<file path="config.mk">
export PLATFORM = sky130hd
export DESIGN_NAME = pose_score_sequencer_flat
export DESIGN_NICKNAME = d
export VERILOG_FILES = /design/src/rtl/pose_score_sequencer_if.sv /design/src/rtl/pose_score_sequencer.sv /design/src/flat_wrapper.sv
export SDC_FILE = /design/constraint.sdc
export NUM_CORES = 1
export LEC_CHECK = 0
export CAP_MARGIN = 20
export CORE_UTILIZATION = 44
export CTS_CLUSTER_SIZE = 16
export DETAILED_ROUTE_END_ITERATION = 8
export DONT_BUFFER_PORTS = 1
export HOLD_SLACK_MARGIN = 0.06
export PLACE_DENSITY = 0.66
export SYNTH_ARGS = -nofsm -noshare
export SYNTH_HDL_FRONTEND = slang
export SYNTH_SLANG_ARGS = --single-unit
</file>
<file path="constraint.sdc">
create_clock -name clk_in -period 7.2 [get_ports clk_in]
set_clock_uncertainty 0.2 [all_clocks]
set_input_delay 1.44 -clock clk_in [delete_from_list [all_inputs] [get_ports clk_in]]
set_output_delay 1.44 -clock clk_in [all_outputs]
set_load 0.005 [all_outputs]
</file>
<file path="src/rtl/pose_score_sequencer_if.sv">
// Pose score sequencer bus: reference load, scorer load/query streams
// and the per-frame score result.
interface pose_score_sequencer_if #(
  parameter int HRES = 320,
  parameter int VRES = 180
) ();
  localparam int HWIDTH = $clog2(HRES);
  localparam int VWIDTH = $clog2(VRES);
  localparam int AWIDTH = $clog2(HRES * VRES);
  localparam int DWIDTH = $clog2(HRES + VRES + 1);
  localparam int SWIDTH = $clog2(HRES * VRES * (HRES + VRES) + 1);
  localparam int CWIDTH = $clog2(HRES * VRES + 1);

  logic              load_start_in;
  logic [AWIDTH-1:0] ref_addr_out;
  logic              ref_pixel_in;

  logic [HWIDTH-1:0] sc_pixel_hcount_out;
  logic [VWIDTH-1:0] sc_pixel_vcount_out;
  logic              sc_pixel_out;
  logic              sc_pixel_valid_out;

  logic [HWIDTH-1:0] cam_hcount_in;
  logic [VWIDTH-1:0] cam_vcount_in;
  logic              cam_pixel_in;
  logic              cam_valid_in;

  logic [HWIDTH-1:0] sc_hcount_out;
  logic [VWIDTH-1:0] sc_vcount_out;
  logic [DWIDTH-1:0] sc_distance_in;

  logic [SWIDTH-1:0] score_out;
  logic [CWIDTH-1:0] count_out;
  logic              score_valid_out;
  logic              ready_out;
  logic              busy_out;

  modport master (
    output load_start_in,
    input  ref_addr_out,
    output ref_pixel_in,
    input  sc_pixel_hcount_out,
    input  sc_pixel_vcount_out,
    input  sc_pixel_out,
    input  sc_pixel_valid_out,
    output cam_hcount_in,
    output cam_vcount_in,
    output cam_pixel_in,
    output cam_valid_in,
    input  sc_hcount_out,
    input  sc_vcount_out,
    output sc_distance_in,
    input  score_out,
    input  count_out,
    input  score_valid_out,
    input  ready_out,
    input  busy_out
  );

  modport slave (
    input  load_start_in,
    output ref_addr_out,
    input  ref_pixel_in,
    output sc_pixel_hcount_out,
    output sc_pixel_vcount_out,
    output sc_pixel_out,
    output sc_pixel_valid_out,
    input  cam_hcount_in,
    input  cam_vcount_in,
    input  cam_pixel_in,
    input  cam_valid_in,
    output sc_hcount_out,
    output sc_vcount_out,
    input  sc_distance_in,
    output score_out,
    output count_out,
    output score_valid_out,
    output ready_out,
    output busy_out
  );
endinterface

</file>
<file path="src/rtl/pose_score_sequencer.sv">
// Loads a reference skeleton into the distance scorer, then sums scorer
// distances over each camera frame's skeleton pixels.
module pose_score_sequencer #(
  parameter int HRES           = 320,
  parameter int VRES           = 180,
  parameter int REF_LATENCY    = 2,
  parameter int SCORER_LATENCY = 3,
  parameter int SETTLE_CYCLES  = HRES * VRES + 4
) (
  input  logic clk_in,
  input  logic rst_in,
  pose_score_sequencer_if.slave bus
);
  localparam int NPIX   = HRES * VRES;
  localparam int HWIDTH = $clog2(HRES);
  localparam int VWIDTH = $clog2(VRES);
  localparam int AWIDTH = $clog2(NPIX);
  localparam int SWIDTH = $clog2(NPIX * (HRES + VRES) + 1);
  localparam int CWIDTH = $clog2(NPIX + 1);
  localparam int TWIDTH = $clog2(SETTLE_CYCLES + 1);
  localparam int RL     = REF_LATENCY;
  localparam int SL     = SCORER_LATENCY;

  localparam logic [AWIDTH-1:0] ALAST = AWIDTH'(NPIX - 1);
  localparam logic [HWIDTH-1:0] HLAST = HWIDTH'(HRES - 1);
  localparam logic [VWIDTH-1:0] VLAST = VWIDTH'(VRES - 1);
  localparam logic [TWIDTH-1:0] TLAST = TWIDTH'(SETTLE_CYCLES - 1);

  localparam logic [1:0] IDLE   = 2'd0;
  localparam logic [1:0] LOAD   = 2'd1;
  localparam logic [1:0] SETTLE = 2'd2;
  localparam logic [1:0] READY  = 2'd3;

  logic [1:0]        state;
  logic [TWIDTH-1:0] settle_cnt;
  logic              start_load;
  logic              load_done;

  logic [AWIDTH-1:0] addr;
  logic [HWIDTH-1:0] addr_h;
  logic [VWIDTH-1:0] addr_v;
  logic              addr_act;

  logic              rp_ok [RL];
  logic [HWIDTH-1:0] rp_h  [RL];
  logic [VWIDTH-1:0] rp_v  [RL];

  logic              cam_ok;
  logic              cam_first;
  logic              cam_last;
  logic              cp_ok    [SL];
  logic              cp_px    [SL];
  logic              cp_first [SL];
  logic              cp_last  [SL];

  logic              d_ok;
  logic              d_first;
  logic              d_last;
  logic              hit;
  logic [SWIDTH-1:0] term;
  logic [CWIDTH-1:0] inc;
  logic [SWIDTH-1:0] acc;
  logic [CWIDTH-1:0] cnt;
  logic [SWIDTH-1:0] base_acc;
  logic [CWIDTH-1:0] base_cnt;
  logic              frame_open;
  logic [SWIDTH-1:0] score_q;
  logic [CWIDTH-1:0] count_q;
  logic              strobe_q;

  assign start_load = bus.load_start_in
                   && (state == IDLE || state == READY);

  assign load_done = rp_ok[RL-1]
                  && rp_h[RL-1] == HLAST
                  && rp_v[RL-1] == VLAST;

  always_ff @(posedge clk_in or posedge rst_in) begin
    if (rst_in) begin
      state      <= IDLE;
      settle_cnt <= '0;
    end else begin
      case (state)
        IDLE, READY: begin
          if (start_load) state <= LOAD;
        end
        LOAD: begin
          if (load_done) begin
            state      <= SETTLE;
            settle_cnt <= '0;
          end
        end
        SETTLE: begin
          if (settle_cnt == TLAST) state <= READY;
          else settle_cnt <= settle_cnt + 1'b1;
        end
        default: state <= IDLE;
      endcase
    end
  end

  // Raster walk over the reference frame; h/v tracked alongside the address
  always_ff @(posedge clk_in or posedge rst_in) begin
    if (rst_in) begin
      addr     <= '0;
      addr_h   <= '0;
      addr_v   <= '0;
      addr_act <= 1'b0;
    end else if (start_load) begin
      addr     <= '0;
      addr_h   <= '0;
      addr_v   <= '0;
      addr_act <= 1'b1;
    end else if (addr_act) begin
      if (addr == ALAST) begin
        addr_act <= 1'b0;
      end else begin
        addr <= addr + 1'b1;
        if (addr_h == HLAST) begin
          addr_h <= '0;
          addr_v <= addr_v + 1'b1;
        end else begin
          addr_h <= addr_h + 1'b1;
        end
      end
    end
  end

  always_ff @(posedge clk_in or posedge rst_in) begin
    if (rst_in) begin
      for (int i = 0; i < RL; i++) begin
        rp_ok[i] <= 1'b0;
        rp_h[i]  <= '0;
        rp_v[i]  <= '0;
      end
    end else begin
      rp_ok[0] <= addr_act;
      rp_h[0]  <= addr_h;
      rp_v[0]  <= addr_v;
      for (int i = 1; i < RL; i++) begin
        rp_ok[i] <= rp_ok[i-1];
        rp_h[i]  <= rp_h[i-1];
        rp_v[i]  <= rp_v[i-1];
      end
    end
  end

  assign bus.ref_addr_out        = addr;
  assign bus.sc_pixel_valid_out  = rp_ok[RL-1];
  assign bus.sc_pixel_out        = rp_ok[RL-1] & bus.ref_pixel_in;
  assign bus.sc_pixel_hcount_out = rp_h[RL-1];
  assign bus.sc_pixel_vcount_out = rp_v[RL-1];

  assign bus.sc_hcount_out = rst_in ? '0 : bus.cam_hcount_in;
  assign bus.sc_vcount_out = rst_in ? '0 : bus.cam_vcount_in;

  assign cam_ok    = bus.cam_valid_in && state == READY;
  assign cam_first = cam_ok
                  && bus.cam_hcount_in == '0
                  && bus.cam_vcount_in == '0;
  assign cam_last  = cam_ok
                  && bus.cam_hcount_in == HLAST
                  && bus.cam_vcount_in == VLAST;

  // Camera flags ride alongside the scorer query to meet its distance
  always_ff @(posedge clk_in or posedge rst_in) begin
    if (rst_in) begin
      for (int i = 0; i < SL; i++) begin
        cp_ok[i]    <= 1'b0;
        cp_px[i]    <= 1'b0;
        cp_first[i] <= 1'b0;
        cp_last[i]  <= 1'b0;
      end
    end else begin
      cp_ok[0]    <= cam_ok && !start_load;
      cp_px[0]    <= bus.cam_pixel_in;
      cp_first[0] <= cam_first;
      cp_last[0]  <= cam_last;
      for (int i = 1; i < SL; i++) begin
        cp_ok[i]    <= cp_ok[i-1] && !start_load;
        cp_px[i]    <= cp_px[i-1];
        cp_first[i] <= cp_first[i-1];
        cp_last[i]  <= cp_last[i-1];
      end
    end
  end

  assign d_ok     = cp_ok[SL-1];
  assign d_first  = cp_first[SL-1];
  assign d_last   = cp_last[SL-1];
  assign hit      = d_ok && cp_px[SL-1];
  assign term     = hit ? SWIDTH'(bus.sc_distance_in) : '0;
  assign inc      = hit ? CWIDTH'(1) : '0;
  assign base_acc = d_first ? '0 : acc;
  assign base_cnt = d_first ? '0 : cnt;

  // A frame only reports if its first pixel was seen since the last clear
  always_ff @(posedge clk_in or posedge rst_in) begin
    if (rst_in) begin
      acc        <= '0;
      cnt        <= '0;
      frame_open <= 1'b0;
      score_q    <= '0;
      count_q    <= '0;
      strobe_q   <= 1'b0;
    end else begin
      strobe_q <= 1'b0;
      if (start_load) begin
        acc        <= '0;
        cnt        <= '0;
        frame_open <= 1'b0;
      end else if (d_ok && d_last) begin
        if (frame_open || d_first) begin
          score_q  <= base_acc + term;
          count_q  <= base_cnt + inc;
          strobe_q <= 1'b1;
        end
        acc        <= '0;
        cnt        <= '0;
        frame_open <= 1'b0;
      end else if (d_ok) begin
        acc <= base_acc + term;
        cnt <= base_cnt + inc;
        if (d_first) frame_open <= 1'b1;
      end
    end
  end

  assign bus.score_out       = score_q;
  assign bus.count_out       = count_q;
  assign bus.score_valid_out = strobe_q;
  assign bus.ready_out       = state == READY;
  assign bus.busy_out        = state == LOAD || state == SETTLE;
endmodule

</file>
<file path="src/flat_wrapper.sv">
// flat-port wrapper written by rule: the top's interface ports become plain ports
module pose_score_sequencer_flat 
#(
  parameter int HRES           = 320,
  parameter int VRES           = 180,
  parameter int REF_LATENCY    = 2,
  parameter int SCORER_LATENCY = 3,
  parameter int SETTLE_CYCLES  = HRES * VRES + 4
)
  (clk_in, rst_in, bus_load_start_in, bus_ref_addr_out, bus_ref_pixel_in, bus_sc_pixel_hcount_out, bus_sc_pixel_vcount_out, bus_sc_pixel_out, bus_sc_pixel_valid_out, bus_cam_hcount_in, bus_cam_vcount_in, bus_cam_pixel_in, bus_cam_valid_in, bus_sc_hcount_out, bus_sc_vcount_out, bus_sc_distance_in, bus_score_out, bus_count_out, bus_score_valid_out, bus_ready_out, bus_busy_out);
  pose_score_sequencer_if #(.HRES(HRES), .VRES(VRES)) bus_i ();
  input  logic clk_in;
  input  logic rst_in;
  input wire logic [$bits(bus_i.load_start_in)-1:0] bus_load_start_in;
  output wire logic [$bits(bus_i.ref_addr_out)-1:0] bus_ref_addr_out;
  input wire logic [$bits(bus_i.ref_pixel_in)-1:0] bus_ref_pixel_in;
  output wire logic [$bits(bus_i.sc_pixel_hcount_out)-1:0] bus_sc_pixel_hcount_out;
  output wire logic [$bits(bus_i.sc_pixel_vcount_out)-1:0] bus_sc_pixel_vcount_out;
  output wire logic [$bits(bus_i.sc_pixel_out)-1:0] bus_sc_pixel_out;
  output wire logic [$bits(bus_i.sc_pixel_valid_out)-1:0] bus_sc_pixel_valid_out;
  input wire logic [$bits(bus_i.cam_hcount_in)-1:0] bus_cam_hcount_in;
  input wire logic [$bits(bus_i.cam_vcount_in)-1:0] bus_cam_vcount_in;
  input wire logic [$bits(bus_i.cam_pixel_in)-1:0] bus_cam_pixel_in;
  input wire logic [$bits(bus_i.cam_valid_in)-1:0] bus_cam_valid_in;
  output wire logic [$bits(bus_i.sc_hcount_out)-1:0] bus_sc_hcount_out;
  output wire logic [$bits(bus_i.sc_vcount_out)-1:0] bus_sc_vcount_out;
  input wire logic [$bits(bus_i.sc_distance_in)-1:0] bus_sc_distance_in;
  output wire logic [$bits(bus_i.score_out)-1:0] bus_score_out;
  output wire logic [$bits(bus_i.count_out)-1:0] bus_count_out;
  output wire logic [$bits(bus_i.score_valid_out)-1:0] bus_score_valid_out;
  output wire logic [$bits(bus_i.ready_out)-1:0] bus_ready_out;
  output wire logic [$bits(bus_i.busy_out)-1:0] bus_busy_out;
  assign bus_i.load_start_in = bus_load_start_in;
  assign bus_ref_addr_out = bus_i.ref_addr_out;
  assign bus_i.ref_pixel_in = bus_ref_pixel_in;
  assign bus_sc_pixel_hcount_out = bus_i.sc_pixel_hcount_out;
  assign bus_sc_pixel_vcount_out = bus_i.sc_pixel_vcount_out;
  assign bus_sc_pixel_out = bus_i.sc_pixel_out;
  assign bus_sc_pixel_valid_out = bus_i.sc_pixel_valid_out;
  assign bus_i.cam_hcount_in = bus_cam_hcount_in;
  assign bus_i.cam_vcount_in = bus_cam_vcount_in;
  assign bus_i.cam_pixel_in = bus_cam_pixel_in;
  assign bus_i.cam_valid_in = bus_cam_valid_in;
  assign bus_sc_hcount_out = bus_i.sc_hcount_out;
  assign bus_sc_vcount_out = bus_i.sc_vcount_out;
  assign bus_i.sc_distance_in = bus_sc_distance_in;
  assign bus_score_out = bus_i.score_out;
  assign bus_count_out = bus_i.count_out;
  assign bus_score_valid_out = bus_i.score_valid_out;
  assign bus_ready_out = bus_i.ready_out;
  assign bus_busy_out = bus_i.busy_out;
  pose_score_sequencer #(.HRES(HRES), .VRES(VRES), .REF_LATENCY(REF_LATENCY), .SCORER_LATENCY(SCORER_LATENCY), .SETTLE_CYCLES(SETTLE_CYCLES)) u_core (.clk_in(clk_in), .rst_in(rst_in), .bus(bus_i));
endmodule
</file>
==> run_results.csv, run 1 <==
group,metric,value,unit
outcome,status,"finished, final reports clean",
finish,final_cell_count_no_fill,1133,
yosys,yosysTopAreaCell,"dfrtp_1",
yosys,ys_seq_elements,184,
sta,layout_setup_ws,3.82,ns
critical_path,cp_cell_sequence,"and3_1, ha_1, inv_1, fa_1, nor2b_1, o31ai_1, o21ai_2, and3b_1, o21ai_0, a22o_1",
sta,timing.final.crit_share,0.469,
clock_tree,clock_path_buffers,2,
critical_path,critPathRequiredTime,7.34,ns
yosys,synth_warnings,0,
die,fp.coreArea,19700,sq um
run,maxCapViolCount,0,
finish,diodes,0,
global_route,grt.total_usage,0.193,
sta,rsz0062_at_grt,"false",
sta,hold_violations,0,
finish,layout_common_cells,"dfrtp_1 (184), nand2_1 (109), o21ai_0 (59)",
finish,finish.net_count,907,
finish,drive_gt1_frac,0.0703,
finish,layout_commonest_cell,"dfrtp_1",
sta,tightest_slew,1.03,ns
critical_path,slowest_stage,"o21ai_2",
yosys,synth_seq_area_share,0.516,
placed_design,place_congestion,0.800,
drt,antenna_left,0,
yosys,yosysUniqueCellTypes,59,
placed_design,io_buffers,0,
sta,max_freq,0.296,GHz
die,fp-row-count,51,
hold_path,hold_class,"reg2reg",
die,start_util,0.454,
yosys,syn_area_per_cell,10.1,sq um
critical_path,cp_max_fo,9,
finish,fin_area,9680,sq um
sta,max_slew_margin,0.314,
drt,via_count,6252,
critical_path,r2r_cells,10,
placed_design,preCtsSetupSlack,3.39,ns
pwr,peakVddDrop,203,uV
sta,finalCriticalPeriod,3.38,ns
drt,routed_wl,18700,um
clock_tree,cts_tree,"yes",
yosys,yosys.area.top_type_share,0.516,
global_route,grt_max_degree,85,
clock_tree,cts_made_buffers,17,
clock_tree,clkTransAtPathRegs,0.08,ns
sta,tns,0,ns
finish,syn2layout_area_growth,8.45,%
drt,drt-initial-drc-count,402,
critical_path,arrival,3.52,ns
yosys,synth_edf_count,0,
yosys,synth_flop_cell,"dfrtp_1",
drt,viasPerCell,5.52,
drt,drc,0,
yosys,synthTopCellsByArea,"dfrtp_1 (52%), nand2_1 (4.6%), xor2_1 (3.8%)",
global_route,grt_antenna_before_repair,1,
sta,drv_slew,0,
global_route,grt-ovfl-total,0,
pwr,leakage,0.00444,uW
critical_path,end_kind,"flop",
sta,setup_viol,0,
global_route,grt_pass1_vias,6116,
die,die_area,20900,sq um
pwr,p_per_area,269,nW/um^2
clock_tree,cts_setup_buffers,0,
clock_tree,htree_levels,4,
clock_tree,post_cts_hold_buffer_count,0,
clock_tree,root_buffer,"clkbuf_16",
clock_tree,cts-resized-gates,0,
clock_tree,clk_latency,0.44,ns
finish,fillers,1837,
placed_design,hpwlAfterDp,12400,um
yosys,synthCells,882,
yosys,synthArstFlopShare,1.00,
drt,drtPass1Iterations,4,
critical_path,worst-setup-path-type,"in2reg",
drt,wl_per_cell,16.5,um
hold_path,holdPathStages,0,
global_route,grt_pass1_wl,31000,um
placed_design,place_inst,1101,
critical_path,start_kind,"input port",
yosys,syn_nets,934,
die,ioPinCount,128,
die,die_w,144,um
critical_path,cpPeakStageDelay,0.42,ns
placed_design,placed_area,9060,sq um
yosys,synth_area,8930,sq um
clock_tree,clock_sinks,184,
die,die_h,144,um
==> report_power, final <==
group	switching (uW)	internal [uW]	total (uW)
clock network	477	478	955
registers	62.0	1100	1160
logic	342	149	491
==> cell type report <==
cell class              count  area, sq um  share of cell area
inverters                  26          103              0.0106
well taps                 265          332              0.0342
repair buffers              8         83.8             0.00866
multi-input cells         618         3940               0.407
clock inverters            15          191              0.0198
flip-flops and latches    184         4600               0.476
clock buffers              17          425              0.0439
==> Yosys cell counts (all sizes together), types with 2 or more instances <==
master and count:
a21o 5, a21oi 36, a22o 14, a31oi 8, a32o 8, and2 10, and3 27, and4 9
and4b 4, and4bb 2, buf 28, clkbuf 26, dfrtp 184, ha 19, inv 26, mux2 4
mux2i 4, nand2 109, nand2b 21, nand3 18, nand3b 3, nand4 24, nand4b 3, nor2 57
nor2b 33, nor3 7, nor4 11, nor4b 2, o211a 2, o211ai 5, o21ai 61, o22ai 6
o31ai 10, o32ai 4, or2 3, or3 11, or4 2, xnor2 27, xor2 39
==> sequential cells by signal (all words and copies together) (netlist names), 3 cells and up <==
| register | flops |
|---|---|
| u_core.bus.score_out | 25 |
| u_core.bus.ref_addr_out | 16 |
| u_core.bus.count_out | 16 |
| u_core.bus.sc_pixel_vcount_out | 8 |
| u_core.addr_v | 8 |
| u_core.settle_cnt | 16 |
| u_core.rp_v | 8 |
| u_core.bus.sc_pixel_hcount_out | 9 |
| u_core.addr_h | 9 |
| u_core.acc | 25 |
| u_core.cnt | 16 |
| u_core.rp_h | 9 |
| u_core.cp_px | 3 |
==> worst max-delay path, delay by kind of cell <==
| kind | cells | cell delay [ns] |
|---|---|---|
| fa+ha+maj | 2 | 0.56 |
| compound gates | 4 | 0.85 |
| buf+inv | 1 | 0.06 |
| simple gates | 3 | 0.61 |
==> metal layers <==
| metal | wire (um) | share of wire | up-vias | track usage |
|---|---|---|---|---|
| met2 | 8770 | 0.47 | 162 | 0.303 |
| met1 | 8560 | 0.46 | 3041 | 0.250 |
| met4 | 283 | 0.015 | 2 | 0.0565 |
| met5 | 13 | 0.00070 | - | 0 |
| li1 | - | - | 3026 | - |
| met3 | 1080 | 0.057 | 21 | 0.0666 |
==> per-stage QoR <==
step | hold WS [ns] | util | power, uW
after global routing | 0.152 | 0.493 | 2740
after global placement | 0.132 | 0.459 | 1640
after CTS | 0.151 | 0.493 | 2630
final | 0.148 | 0.493 | 2600
after floorplan | 0.131 | - | 1550
after detailed placement | 0.135 | 0.461 | 1670
==> logic make-up (layout without fill, tap and decap cells) <==
| group | count (synthesis) | after routing | synth area share |
|---|---|---|---|
| fa+ha+maj | 20 | 20 | 0.0289 |
| simple gates | 359 | 359 | 0.222 |
| compound gates | 165 | 165 | 0.116 |
| buf+inv | 80 | 66 | 0.0432 |
| flops | 184 | 184 | 0.516 |
| mux | 8 | 8 | 0.00953 |
| xor+xnor | 66 | 66 | 0.0648 |
==> final timing paths <==
kind / from / end / slack [ns]
worst max-delay path: bus_sc_distance_in[0] / u_core.acc[12] / 3.82
worst min-delay path: u_core.cp_first[1] / u_core.d_first / 0.15
worst max register to register: u_core.d_first / u_core.bus.score_out[11] / 4.06
worst min register to register: u_core.cp_first[1] / u_core.d_first / 0.15
max in group asynchronous: rst_in / u_core.cnt[3] / 4.73
min in group asynchronous: rst_in / u_core.bus.ref_addr_out[9] / 0.78
(Power assumes the default switching activity.)
==> run 2: changes to the inputs <==
--- a/config.mk
+++ b/config.mk
@@ -11,7 +11,7 @@
 export DETAILED_ROUTE_END_ITERATION = 8
 export DONT_BUFFER_PORTS = 1
 export HOLD_SLACK_MARGIN = 0.06
-export PLACE_DENSITY = 0.66
+export PLACE_DENSITY = 0.64
 export SYNTH_ARGS = -nofsm -noshare
 export SYNTH_HDL_FRONTEND = slang
 export SYNTH_SLANG_ARGS = --single-unit
==> constraint.sdc (replaced) <==
create_clock -name clk_in -period 3.15 [get_ports clk_in]
set_clock_uncertainty 0.2 [all_clocks]
set_input_delay 0.63 -clock clk_in [delete_from_list [all_inputs] [get_ports clk_in]]
set_output_delay 0.63 -clock clk_in [all_outputs]
set_load 0.005 [all_outputs]
==> run 2 against run 1 <==
- cell count grew 1.1%
- critical path type is now reg2reg
- sequential share of layout area shrank 0.43 points
- routed wire length grew 0.50%
- via count shrank 1.1%
- sequential power grew 130%
==> run_results.csv, run 2 (synthesized netlist as in run 1, its figures left out) <==
group,metric,value,unit
global_route,gr-usage-met2,0.301,
global_route,grt_antenna_before_repair,0,
sta,max_freq,0.351,GHz
drt,wl_per_cell,16.4,um
clock_tree,htree_levels,4,
global_route,use_met3,0.0394,
finish,drive_gt1_frac,0.0807,
global_route,grt_pass1_vias,5993,
finish,final_cell_count_no_fill,1145,
drt,antenna_left,0,
drt,drtPass1Iterations,4,
hold_path,hp-start,"bus_cam_vcount_in[1]",
pwr,p_comb_frac,0.192,
critical_path,regToRegStartpoint,"u_core.d_ok",
pwr,power.switching,1990,uW
clock_tree,clk_latency,0.44,ns
clock_tree,clkTransAtPathRegs,0.08,ns
drt,drc,0,
clock_tree,root_buffer,"clkbuf_16",
drt,routed_wl,18800,um
global_route,grt_pass1_wl,31000,um
critical_path,critPathRequiredTime,3.30,ns
sta,finalCriticalPeriod,2.85,ns
pwr,share_seq_of_total_power,0.448,
die,fp-row-count,51,
clock_tree,cts_setup_buffers,0,
clock_tree,clock_sinks,184,
critical_path,path_common_cell,"a21oi_1",
finish,finish.utilization,0.497,
clock_tree,post_cts_hold_buffer_count,2,
sta,tightest_slew,1.03,ns
die,die_area,20900,sq um
run,maxCapViolCount,0,
hold_path,hold_class,"in2reg",
sta,drv_slew,0,
finish,fillers,1859,
clock_tree,clock_path_buffers,2,
pwr,peakVddDrop,398,uV
global_route,grt_max_degree,63,
drt,via_count,6183,
finish,diodes,0,
die,die_h,144,um
placed_design,place_inst,1111,
critical_path,start_kind,"flop",
die,die_w,144,um
finish,layout_common_cells,"dfrtp_1 (184), nand2_1 (109), o21ai_0 (59)",
critical_path,cpPeakStageDelay,0.45,ns
sta,hold_violations,0,
global_route,grt-ovfl-total,0,
critical_path,critPathTopFamily,"simple AND/OR/NAND/NOR gates",
drt,viasPerCell,5.40,
die,start_util,0.454,
critical_path,arrival,3.00,ns
pwr,p_per_area,604,nW/um^2
die,fp.coreArea,19700,sq um
global_route,gr-usage-met1,0.263,
placed_design,hpwlAfterDp,12900,um
finish,finish.net_count,919,
global_route,grt-busiest-layer,"met2",
sta,rsz0062_at_grt,"false",
critical_path,cp-startpoint,"u_core.d_ok",
clock_tree,cts-resized-gates,0,
clock_tree,cts_tree,"yes",
finish,syn2layout_area_growth,9.45,%
sta,timing.final.crit_share,0.905,
sta,setup_viol,0,
outcome,status,"finished, final reports clean",
clock_tree,cts_made_buffers,17,
pwr,p_clk_frac,0.360,
pwr,leakage,0.00449,uW
pwr,power.internal,3910,uW
sta,max_slew_margin,0.313,
critical_path,cp_cell_sequence,"and2_1, nand2_1, inv_1, ha_1, a21oi_1, nand4b_1, a21oi_1, o211ai_1, or3_1, o21ai_0",
critical_path,slowest_stage,"dfrtp_1",
placed_design,place_congestion,0.867,
finish,layout_commonest_cell,"dfrtp_1",
pwr,power_switching_share,0.337,
die,ioPinCount,128,
global_route,grt.total_usage,0.193,
critical_path,worst-setup-path-type,"reg2reg",
placed_design,io_buffers,0,
critical_path,cp_num_buf_inv,1,
critical_path,end_kind,"flop",
drt,drt-initial-drc-count,462,
critical_path,cp_max_fo,10,
## run 2: per-layer routing
metal  vias up  part of all wire
met5         -                 0
li1       3034                 -
met3        25             0.048
met2       155              0.46
met4         0             0.020
met1      2969              0.48
## run 2: final cells by class
class | count | area (sq um) | area share
inverters | 26 | 101 | 0.0104
clock buffers | 17 | 425 | 0.0435
clock inverters | 15 | 173 | 0.0177
multi-input cells | 618 | 3940 | 0.404
well taps | 265 | 332 | 0.0339
flip-flops and latches | 184 | 4600 | 0.471
repair buffers | 20 | 193 | 0.0197
## run 2: through the flow
| stage | area, sq um | hold WS, ns | worst slack [ns] | power (uW) | setup TNS [ns] |
|---|---|---|---|---|---|
| floorplan | 8950 | 0.131 | -0.213 | 3550 | -39.13 |
| global placement | 9150 | 0.132 | 0.299 | 3810 | 0 |
| detailed placement | 9150 | 0.135 | 0.236 | 3840 | 0 |
| CTS | 9770 | 0.0995 | 0.317 | 5990 | 0 |
| global route | 9770 | 0.112 | 0.115 | 6230 | 0 |
| finish | 9770 | 0.118 | 0.300 | 5900 | 0 |
## run 2: power groups by stage
stage,Combinational (uW),Sequential (uW),Clock [uW]
floorplan,910,2640,0
global placement,1130,2680,0
detailed placement,1150,2690,0
CTS,1150,2640,2200
global route,1280,2660,2290
finish,1130,2640,2130
## run 2: path summary, 6_finish.rpt
path	end	slack [ns]	depth (start not counted)
worst max-delay path	u_core.acc[21]	0.30	10
worst min-delay path	u_core.cp_last[2]	0.12	2
worst max register to register	u_core.acc[21]	0.30	10
worst min register to register	u_core.d_last	0.15	0
max in group asynchronous	u_core.bus.sc_pixel_hcount_out[7]	1.49	3
min in group asynchronous	u_core.bus.ref_addr_out[8]	0.54	2
## run 2: worst register-to-register path: stages (launching register included)
cell,delay [ns]
dfrtp_1,0.45
and2_1,0.22
nand2_1,0.12
inv_1,0.06
ha_1,0.27
a21oi_1,0.08
nand4b_1,0.24
a21oi_1,0.43
o211ai_1,0.23
or3_1,0.37
o21ai_0,0.09
==> run 3: changes to the inputs <==
--- a/config.mk
+++ b/config.mk
@@ -15,3 +15,4 @@
 export SYNTH_ARGS = -nofsm -noshare
 export SYNTH_HDL_FRONTEND = slang
 export SYNTH_SLANG_ARGS = --single-unit
+export TNS_END_PERCENT = 1
==> constraint.sdc (replaced) <==
create_clock -name clk_in -period 2.9 [get_ports clk_in]
set_clock_uncertainty 0.2 [all_clocks]
set_input_delay 0.58 -clock clk_in [delete_from_list [all_inputs] [get_ports clk_in]]
set_output_delay 0.58 -clock clk_in [all_outputs]
set_load 0.005 [all_outputs]
==> run 3 against run 2 <==
- power increased by 8.8%
- flip-flop and latch count unchanged
- setup slack got worse by 0.087 ns
- via count increased by 0.31%
- clock power increased by 9%
- maximum frequency increased by 6.1%
- critical path type unchanged
- largest power group unchanged
==> run_results.csv, run 3 (synthesized netlist as in run 1, its figures left out) <==
group,metric,value,unit
drt,drt-initial-drc-count,404,
clock_tree,root_buffer,"clkbuf_16",
global_route,grt_pass1_wl,31200,um
placed_design,placed_area,9150,sq um
critical_path,end_kind,"flop",
drt,viasPerCell,5.41,
sta,timing.final.crit_share,0.926,
die,die_area,20900,sq um
global_route,grt-ovfl-total,0,
sta,finalCriticalPeriod,2.69,ns
drt,met1_length,8900,um
die,start_util,0.454,
die,die_w,144,um
clock_tree,cts_tree,"yes",
clock_tree,clk_latency,0.43,ns
drt,routed_wl,18700,um
clock_tree,cts_made_buffers,17,
clock_tree,clock_path_buffers,2,
finish,syn2layout_area_growth,9.49,%
critical_path,cp_max_fo,10,
hold_path,hold_class,"in2async",
sta,hold_violations,0,
run,maxCapViolCount,0,
placed_design,io_buffers,0,
sta,layout_setup_ws,0.214,ns
die,die_h,144,um
sta,max_slew_margin,0.349,
placed_design,place_congestion,0.874,
die,fp.coreArea,19700,sq um
critical_path,arrival,2.80,ns
die,ioPinCount,128,
global_route,grt_max_degree,135,
finish,layout_commonest_cell,"dfrtp_1",
drt,drtPass1Iterations,7,
drt,via_count,6202,
pwr,peakVddDrop,465,uV
placed_design,hpwlAfterDp,12700,um
critical_path,start_kind,"flop",
finish,layout_common_cells,"dfrtp_1 (181), nand2_1 (109), o21ai_0 (59)",
finish,drive_gt1_frac,0.0851,
clock_tree,clock_sinks,184,
drt,wl_met3,915,um
sta,rsz0062_at_grt,"false",
placed_design,preCtsSetupSlack,0.0713,ns
drt,met2WireLength,8640,um
finish,finish.net_count,921,
sta,setup_viol,0,
global_route,grt_pass1_vias,6109,
die,fp-row-count,51,
pwr,p_per_area,657,nW/um^2
outcome,status,"finished, final reports clean",
drt,topRoutingLayerUsed,"met4",
clock_tree,clkTransAtPathRegs,0.07,ns
global_route,grt.total_usage,0.193,
finish,diodes,0,
sta,tightest_slew,0.977,ns
global_route,grt_antenna_before_repair,0,
critical_path,r2r_slack,0.21,ns
sta,drv_slew,0,
clock_tree,htree_levels,4,
drt,drc,0,
drt,wl_per_cell,16.3,um
critical_path,worst-setup-path-type,"reg2reg",
critical_path,critPathRequiredTime,3.01,ns
sta,max_freq,0.372,GHz
sta,tns,0,ns
finish,fin_area,9770,sq um
drt,antenna_left,0,
pwr,leakage,0.00448,uW
[run 3: changes by cell type in the layout (fill, tap and decap cells not counted), sizes merged]
cell,change
bufinv,+2
buf,+2
clkinvlp,+1
inv,-3
clkbuf,+3
clkinv,-4
[run 3: worst paths after layout]
check,endpoint,start,cells past startpoint
max in group asynchronous,u_core.acc[21],rst_in,2
setup / recovery,u_core.cnt[8],u_core.d_ok,9
min in group clk_in,u_core.cp_last[2],bus_cam_vcount_in[0],2
setup reg to reg,u_core.cnt[8],u_core.d_ok,9
hold reg to reg,u_core.bus.sc_pixel_vcount_out[6],u_core.rp_v[14],0
hold / removal,u_core.cp_last[2],rst_in,2
[run 3: cell type report]
type | count | area [sq um]
clock buffer | 20 | 447
sequential | 184 | 4610
fill | 1871 | 9880
timing repair buffer | 22 | 195
inverter | 26 | 101
tap | 265 | 332
clock inverter | 11 | 135
multi-input combinational | 618 | 3960
[run 3: repair_timing]
action,in CTS,in global routing
endpoints found under the setup margin,0,22
hold buffers,2,0
hold endpoints to repair,2,0
setup buffers,0,1
gates resized for setup,0,6
[run 3: metal layers]
metal,track usage,vias to the layer above
met5,0,-
met1,0.267,3011
met2,0.301,138
li1,-,3032
met3,0.0450,21
met4,0.0560,0
[run 3: power by group]
part	total, uW	leakage [uW]	switching [uW]	internal, uW
registers	2870	0.00241	144	2730
logic	1230	0.00179	865	361
clock network	2320	0.000280	1010	1310
total	6420	0.00448	2020	4390
[run 3: per-stage QoR]
stage | power (uW) | util | cells | hold WS [ns]
final | 6420 | 0.497 | 1146 | 0.0318
after global routing | 6780 | 0.497 | 1146 | 0.0852
after CTS | 6510 | 0.496 | 1145 | 0.0714
after detailed placement | 4160 | 0.465 | 1112 | 0.135
after global placement | 4140 | 0.465 | 1112 | 0.133
after floorplan | 3850 | - | 882 | 0.131
[run 3: critical path, stage by stage (launching register included)]
cell and delay, ns:
dfrtp_2 0.43, and2_1 0.19, ha_1 0.25, ha_1 0.23, nand3_1 0.18, nor4_4 0.31, buf_4 0.19, and4b_1 0.25
o21ai_0 0.11, a32o_1 0.24
